`src/rtl/lc3_mem_access_pkg.sv`:
```
// Shared LC-3 memory-stage definitions: opcode encodings, FSM state type and opcode decode helpers.
package lc3_pkg_hdl;

  localparam logic [3:0] OP_LD  = 4'b0010;
  localparam logic [3:0] OP_LDR = 4'b0110;
  localparam logic [3:0] OP_LDI = 4'b1010;
  localparam logic [3:0] OP_ST  = 4'b0011;
  localparam logic [3:0] OP_STR = 4'b0111;
  localparam logic [3:0] OP_STI = 4'b1011;

  typedef enum logic [1:0] {
    IDLE,
    IND_RD,
    RD,
    WR
  } mem_state_t;

  function automatic logic is_mem_op(input logic [3:0] op);
    logic hit;
    hit = 1'b0;
    case (op)
      OP_LD, OP_LDR, OP_LDI, OP_ST, OP_STR, OP_STI: hit = 1'b1;
      default:                                       hit = 1'b0;
    endcase
    return hit;
  endfunction

  function automatic logic is_store_op(input logic [3:0] op);
    return (op == OP_ST) || (op == OP_STR) || (op == OP_STI);
  endfunction

endpackage

```
`src/rtl/lc3_mem_access_if.sv`:
```
// Data-memory req/ack port between the LC-3 memory stage (master) and data memory (slave).
interface lc3_mem_access_if #(
  parameter int unsigned ADDR_W = 16,
  parameter int unsigned DATA_W = 16
);

  logic              req;
  logic              we;
  logic [ADDR_W-1:0] addr;
  logic [DATA_W-1:0] wdata;
  logic [DATA_W-1:0] rdata;
  logic              ack;

  modport master (
    output req,
    output we,
    output addr,
    output wdata,
    input  rdata,
    input  ack
  );

  modport slave (
    input  req,
    input  we,
    input  addr,
    input  wdata,
    output rdata,
    output ack
  );

endinterface

```
`src/rtl/lc3_mem_watchdog.sv`:
```
// Ack watchdog for the LC-3 memory stage: counts busy cycles without an ack and flags expiry.
module lc3_mem_watchdog #(
  parameter int unsigned TIMEOUT_CYCLES = 64
) (
  input  logic clock,
  input  logic reset,
  input  logic active,
  input  logic ack,
  output logic expired
);

  localparam int unsigned CntW = $clog2(TIMEOUT_CYCLES + 1);

  logic [CntW-1:0] cnt_q, cnt_d;

  // Expiry on the last allowed cycle so the abort lands exactly TIMEOUT_CYCLES after req rose.
  assign expired = active && !ack && (cnt_q == CntW'(TIMEOUT_CYCLES - 1));

  always_comb begin
    cnt_d = cnt_q;
    if (!active || ack || expired) begin
      cnt_d = '0;
    end else begin
      cnt_d = cnt_q + 1'b1;
    end
  end

  always_ff @(posedge clock or negedge reset) begin
    if (!reset) begin
      cnt_q <= '0;
    end else begin
      cnt_q <= cnt_d;
    end
  end

endmodule

```
`src/rtl/lc3_mem_access.sv`:
```
// LC-3 memory-access stage: LD/LDR/LDI reads and ST/STR/STI writes over a req/ack port.
// Optional ack watchdog enabled by defining LC3_MEM_TIMEOUT_EN.
module lc3_mem_access
  import lc3_pkg_hdl::*;
#(
  parameter int unsigned ADDR_W         = 16,
  parameter int unsigned DATA_W         = 16,
  parameter int unsigned TIMEOUT_CYCLES = 64
) (
  input  logic                  clock,
  input  logic                  reset,
  input  logic                  enable_mem,
  input  logic [15:0]           IR_Exec,
  input  logic                  Mem_Control_out,
  input  logic [ADDR_W-1:0]     pcout,
  input  logic [DATA_W-1:0]     M_Data,
  lc3_mem_access_if.master      dmem,
  output logic [DATA_W-1:0]     memout,
  output logic                  mem_valid,
  output logic                  store_done,
  output logic                  stall,
  output logic                  mem_err
);

  mem_state_t        state_q, state_d;
  logic [ADDR_W-1:0] addr_q, addr_d;
  logic [DATA_W-1:0] wdata_q, wdata_d;
  logic [DATA_W-1:0] memout_q, memout_d;
  logic              is_store_q, is_store_d;
  logic              req_q, req_d;
  logic              we_q, we_d;
  logic              mem_valid_q, mem_valid_d;
  logic              store_done_q, store_done_d;
  logic              mem_err_q, mem_err_d;
  logic              accept;
  logic              expired;
  logic [3:0]        opcode;

  assign opcode = IR_Exec[15:12];
  assign accept = enable_mem && is_mem_op(opcode);

  logic unused_ir;
  assign unused_ir = ^IR_Exec[11:0];

`ifdef LC3_MEM_TIMEOUT_EN
  lc3_mem_watchdog #(
    .TIMEOUT_CYCLES(TIMEOUT_CYCLES)
  ) u_watchdog (
    .clock  (clock),
    .reset  (reset),
    .active (state_q != IDLE),
    .ack    (dmem.ack),
    .expired(expired)
  );
`else
  localparam int unsigned UnusedTimeoutCycles = TIMEOUT_CYCLES;
  assign expired = 1'b0;
`endif

  always_comb begin
    state_d      = state_q;
    addr_d       = addr_q;
    wdata_d      = wdata_q;
    memout_d     = memout_q;
    is_store_d   = is_store_q;
    req_d        = req_q;
    we_d         = we_q;
    mem_valid_d  = 1'b0;
    store_done_d = 1'b0;
    mem_err_d    = 1'b0;

    unique case (state_q)
      IDLE: begin
        if (accept) begin
          addr_d     = pcout;
          wdata_d    = M_Data;
          is_store_d = is_store_op(opcode);
          req_d      = 1'b1;
          if (Mem_Control_out) begin
            state_d = IND_RD;
            we_d    = 1'b0;
          end else if (is_store_op(opcode)) begin
            state_d = WR;
            we_d    = 1'b1;
          end else begin
            state_d = RD;
            we_d    = 1'b0;
          end
        end
      end
      IND_RD: begin
        // Pointer fetched: req stays up and retargets the final access.
        if (dmem.ack) begin
          addr_d = ADDR_W'(dmem.rdata);
          if (is_store_q) begin
            state_d = WR;
            we_d    = 1'b1;
          end else begin
            state_d = RD;
            we_d    = 1'b0;
          end
        end
      end
      RD: begin
        if (dmem.ack) begin
          memout_d    = dmem.rdata;
          mem_valid_d = 1'b1;
          req_d       = 1'b0;
          state_d     = IDLE;
        end
      end
      WR: begin
        if (dmem.ack) begin
          store_done_d = 1'b1;
          req_d        = 1'b0;
          we_d         = 1'b0;
          state_d      = IDLE;
        end
      end
      default: state_d = IDLE;
    endcase

    // Watchdog only fires without an ack, so no completion pulse is pending here.
    if (expired) begin
      state_d   = IDLE;
      req_d     = 1'b0;
      we_d      = 1'b0;
      mem_err_d = 1'b1;
    end
  end

  always_ff @(posedge clock or negedge reset) begin
    if (!reset) begin
      state_q      <= IDLE;
      addr_q       <= '0;
      wdata_q      <= '0;
      memout_q     <= '0;
      is_store_q   <= 1'b0;
      req_q        <= 1'b0;
      we_q         <= 1'b0;
      mem_valid_q  <= 1'b0;
      store_done_q <= 1'b0;
      mem_err_q    <= 1'b0;
    end else begin
      state_q      <= state_d;
      addr_q       <= addr_d;
      wdata_q      <= wdata_d;
      memout_q     <= memout_d;
      is_store_q   <= is_store_d;
      req_q        <= req_d;
      we_q         <= we_d;
      mem_valid_q  <= mem_valid_d;
      store_done_q <= store_done_d;
      mem_err_q    <= mem_err_d;
    end
  end

  assign dmem.req   = req_q;
  assign dmem.we    = we_q;
  assign dmem.addr  = addr_q;
  assign dmem.wdata = wdata_q;

  assign memout     = memout_q;
  assign mem_valid  = mem_valid_q;
  assign store_done = store_done_q;
  assign mem_err    = mem_err_q;
  assign stall      = (state_q != IDLE);

endmodule

```
`src/flat_wrapper.sv`:
```
// flat-port wrapper written by rule: the top's interface ports become plain ports
module lc3_mem_access_flat import lc3_pkg_hdl::*;
#(
  parameter int unsigned ADDR_W         = 16,
  parameter int unsigned DATA_W         = 16,
  parameter int unsigned TIMEOUT_CYCLES = 64
)
  (clock, reset, enable_mem, IR_Exec, Mem_Control_out, pcout, M_Data, memout, mem_valid, store_done, stall, mem_err, dmem_req, dmem_we, dmem_addr, dmem_wdata, dmem_rdata, dmem_ack);
  lc3_mem_access_if #(.ADDR_W(ADDR_W), .DATA_W(DATA_W)) dmem_i ();
  input  logic clock;
  input  logic reset;
  input  logic enable_mem;
  input  logic [15:0] IR_Exec;
  input  logic Mem_Control_out;
  input  logic [ADDR_W-1:0] pcout;
  input  logic [DATA_W-1:0] M_Data;
  output logic [DATA_W-1:0] memout;
  output logic mem_valid;
  output logic store_done;
  output logic stall;
  output logic mem_err;
  output wire logic [$bits(dmem_i.req)-1:0] dmem_req;
  output wire logic [$bits(dmem_i.we)-1:0] dmem_we;
  output wire logic [$bits(dmem_i.addr)-1:0] dmem_addr;
  output wire logic [$bits(dmem_i.wdata)-1:0] dmem_wdata;
  input wire logic [$bits(dmem_i.rdata)-1:0] dmem_rdata;
  input wire logic [$bits(dmem_i.ack)-1:0] dmem_ack;
  assign dmem_req = dmem_i.req;
  assign dmem_we = dmem_i.we;
  assign dmem_addr = dmem_i.addr;
  assign dmem_wdata = dmem_i.wdata;
  assign dmem_i.rdata = dmem_rdata;
  assign dmem_i.ack = dmem_ack;
  lc3_mem_access #(.ADDR_W(ADDR_W), .DATA_W(DATA_W), .TIMEOUT_CYCLES(TIMEOUT_CYCLES)) u_core (.clock(clock), .reset(reset), .enable_mem(enable_mem), .IR_Exec(IR_Exec), .Mem_Control_out(Mem_Control_out), .pcout(pcout), .M_Data(M_Data), .dmem(dmem_i), .memout(memout), .mem_valid(mem_valid), .store_done(store_done), .stall(stall), .mem_err(mem_err));
endmodule
```
`config.mk`:
```
export PLATFORM = sky130hd
export DESIGN_NAME = lc3_mem_access_flat
export DESIGN_NICKNAME = d
export VERILOG_FILES = /design/src/rtl/lc3_mem_access_pkg.sv /design/src/rtl/lc3_mem_access_if.sv /design/src/rtl/lc3_mem_watchdog.sv /design/src/rtl/lc3_mem_access.sv /design/src/flat_wrapper.sv
export SDC_FILE = /design/constraint.sdc
export NUM_CORES = 1
export LEC_CHECK = 0
export ABC_AREA = 1
export CAP_MARGIN = 15
export CORE_AREA = 2 2 79 81
export CTS_CLUSTER_DIAMETER = 80
export DETAILED_ROUTE_END_ITERATION = 10
export DIE_AREA = 0 0 81 83
export PLACE_DENSITY = 0.79
export SLEW_MARGIN = 20
export SYNTH_ARGS = -nofsm -noshare
export SYNTH_HDL_FRONTEND = slang
export SYNTH_SLANG_ARGS = --single-unit
```
`constraint.sdc`:
```
create_clock -name clock -period 2.3 [get_ports clock]
set_input_delay 0.345 -clock clock [delete_from_list [all_inputs] [get_ports clock]]
set_output_delay 0.345 -clock clock [all_outputs]
set_load 0.005 [all_outputs]
```
==> results by group <==
Outcome
  – Status: finished, final reports clean

Timing
  – Hold Fails Final Rpt: 0
  – Worst-margin pin slew: 0.7921 ns
  – Fin Clk Skew: 0.006659 ns
  – Final worst path period share: 77.99%
  – Max-Slew Margin vs Limit: 47.14%
  – Final Max Slew Viols: 0
  – RSZ-0062 raised after global routing: no
  – Final-report setup violation count: 0
  – Setup TNS: 0 ns
  – Fmax: 557.5 MHz
  – Final min period: 1.794 ns
  – Worst Slack Setup Final: 0.5062 ns

Power
  – Cell internal pwr: 2.916 mW
  – Clock power share: 17.4%
  – Power per cell area: 1172 nW/um2
  – P_leak: 1.826 nW
  – Psw: 1.417 mW
  – Seq pwr share: 38.2%
  – Combinational Power Share: 44.4%
  – Net Sw Frac: 32.70%
  – Final total power: 4.332 mW
  – Peak VDD IR: 0.5368 mV

Critical path
  – Worst r2r dst: u_core.dmem.addr[13]
  – Crit path depth: 3
  – Max Fanout on Critical Path: 5
  – Reg2Reg Setup Slack: 0.64 ns
  – Type of destination of the critical path: output port
  – CP max-delay cell: clkdlybuf4s50_1
  – Crit-path leading delay family: buffers and inverters
  – CP Buf/Inv Count: 2
  – Arrival time worst endpoint: 1.45 ns
  – Worst EP required: 1.96 ns
  – Worst r2r src: u_core.state_q[0]
  – Path depth of the worst reg2reg path: 7
  – WS Path Type: reg -> out
  – CP Cell Sequence: inv_2 -> nand2_4 -> clkdlybuf4s50_1
  – Type of origin of the critical path: flop
  – Largest stage delay, worst path: 0.51 ns

Placed design
  – Placer Congestion: 0.7948
  – Dpl cells: 463
  – Placed Area: 3560 um2
  – Worst slack, placed: 0.2921 ns
  – IO Port Bufs: 109
  – Post-detail-place hpwl: 4.404 mm

Global routing
  – Total gr overflow: 0
  – Global Route Usage Sum: 18.58%
  – Vias in the first global route: 2161
  – Initial antenna violation count: 0
  – First-pass GRT wire length: 9.956 mm
  – Pin count of the biggest net entering global routing: 40

Flow run
  – Max-Cap Viols: 0

Clock network
  – Total CTS buffers: 5
  – Resized cells post-CTS: 0
  – CTS sink count: 55
  – Htree depth: 2
  – Clk root buf: clkbuf_8
  – CTS tree: done
  – # hold bufs at CTS: 0
  – Clock Path Buffers: 2
  – CTS clock-pin slew for the worst setup and hold paths: 0.10 ns
  – Setup Buffers After CTS: 0
  – Worst-Skew Late Latency: 0.31 ns

Yosys
  – Syn nets: 361
  – Post-synthesis cell area: 2455 um2
  – Synth warnings: 0
  – Sequential cell area fraction in the yosys report: 56.07%
  – FF+latch count, synth: 55
  – Post-synth ARST share: 100.0%
  – Synth unique cells: 19
  – Top FF cell, synth: dfrtp_1
  – Mean Syn Cell Area: 8.407 um2
  – Ranking of synthesized cells by area: dfrtp_1 (56%), nand2_1 (18%), nand3_1 (7.1%)
  – Most common cell in the netlist: nand2_1
  – Top-area cell type share of the netlist area: 56.07%
  – Cells after synthesis: 292
  – Cell taking the most area after synthesis: dfrtp_1
  – Synth cell count leaders: nand2_1 (115), dfrtp_1 (55), nand3_1 (35)
  – EDFF count, synth: 0

Final layout
  – Layout cells sized above 1: 5.808%
  – Design Area, Final: 3696 um2
  – Non-filler cells, final: 471
  – ANT cells: 0
  – Layout Nets: 464
  – Fillers: 510
  – Layout area overhead: 50.56%

Min path
  – Hold Path Class: in -> async

Route
  – Routed vias: 2180
  – DRC viols: 0
  – Average routed wire per standard cell: 12.61 um
  – DRT Pass-1 Iters: 4
  – DRT Wirelength: 5.940 mm
  – Routed Antenna Nets: 0
  – DRT iter0 DRCs: 112
  – Via density: 4.628

Die
  – Ports: 123
  – Die footprint: 6723 um2
  – Die X: 81 um
  – Core area: 5816 um2
  – Initial Util: 42.21%
  – DIE HEIGHT: 83 um
  – Core Rows: 28
[worst max path at each step]
stage,startpoint,end,slack [ns]
5_1_grt,dmem_ack,u_core.memout[4],0.39
3_3_place_gp,dmem_ack,u_core.memout[4],0.31
3_5_place_dp,dmem_ack,u_core.memout[4],0.29
4_1_cts,u_core.state_q[0],stall,0.49
2_1_floorplan,u_core.state_q[0],u_core.dmem.addr[3],1.02
6_report,u_core.state_q[0],stall,0.51
[cell usage in the layout (no fill, tap or decap), types with 3 or more instances in the layout]
cell type,netlist,layout
inv_2,3,3
clkdlybuf4s50_1,0,108
nand2_1,115,115
clkbuf_8,0,5
inv_1,22,22
nand3_1,35,35
nand2_4,3,3
dfrtp_1,55,55
o21ai_0,27,27
o21ai_1,7,7
[power by group through the flow]
stage	Clock (mW)	Combinational [mW]	Sequential, mW
finish	0.754	1.92	1.65
global route	0.811	2.17	1.71
CTS	0.769	1.96	1.66
detailed placement	0	1.94	1.67
global placement	0	1.91	1.66
floorplan	0	0.828	1.68
[logic make-up after synthesis]
family / synth area share [%]
buffers and inverters: 8.002
DFF: 56.07
and+or+nand+nor: 28.08
AOI/OAI and AO/OA: 7.696
other: 0.1528
[through the flow]
step                      util, %  hold slack [ns]
after global placement      61.21           0.3762
after detailed placement    61.21           0.3821
after floorplan                 -          0.04941
final                       63.55          0.02752
after global routing        63.55          0.06764
after CTS                   63.55          0.04618
[final cells by class]
cell class                      count  area (um2)  area share (%)
Clock buffer                        5       68.82           1.862
Clock inverter                      3       67.56           1.828
Inverter                           25       93.84           2.539
Multi-Input combinational cell    197       882.1           23.87
Sequential cell                    55        1376           37.24
Tap cell                           75       93.84           2.539
Timing Repair Buffer              111        1114           30.13
[metal layers]
metal | vias to the layer above | track usage, % | share of wire, %
li1 | 1118 | - | -
met1 | 973 | 24.59 | 45
met2 | 84 | 30.95 | 46
met3 | 5 | 3.804 | 8.3
met4 | 0 | 4.622 | 0.93
met5 | - | 0 | 0
[state kept, by name, summed over array words and instances (netlist names)]
name / flops
u_core.dmem.we: 1
u_core.dmem.addr: 16
u_core.memout: 16
u_core.mem_valid: 1
u_core.store_done: 1
u_core.dmem.req: 1
u_core.state_q: 2
u_core.is_store_q: 1
u_core.dmem.wdata: 16
No activity file was read; power rests on OpenSTA's default activity.
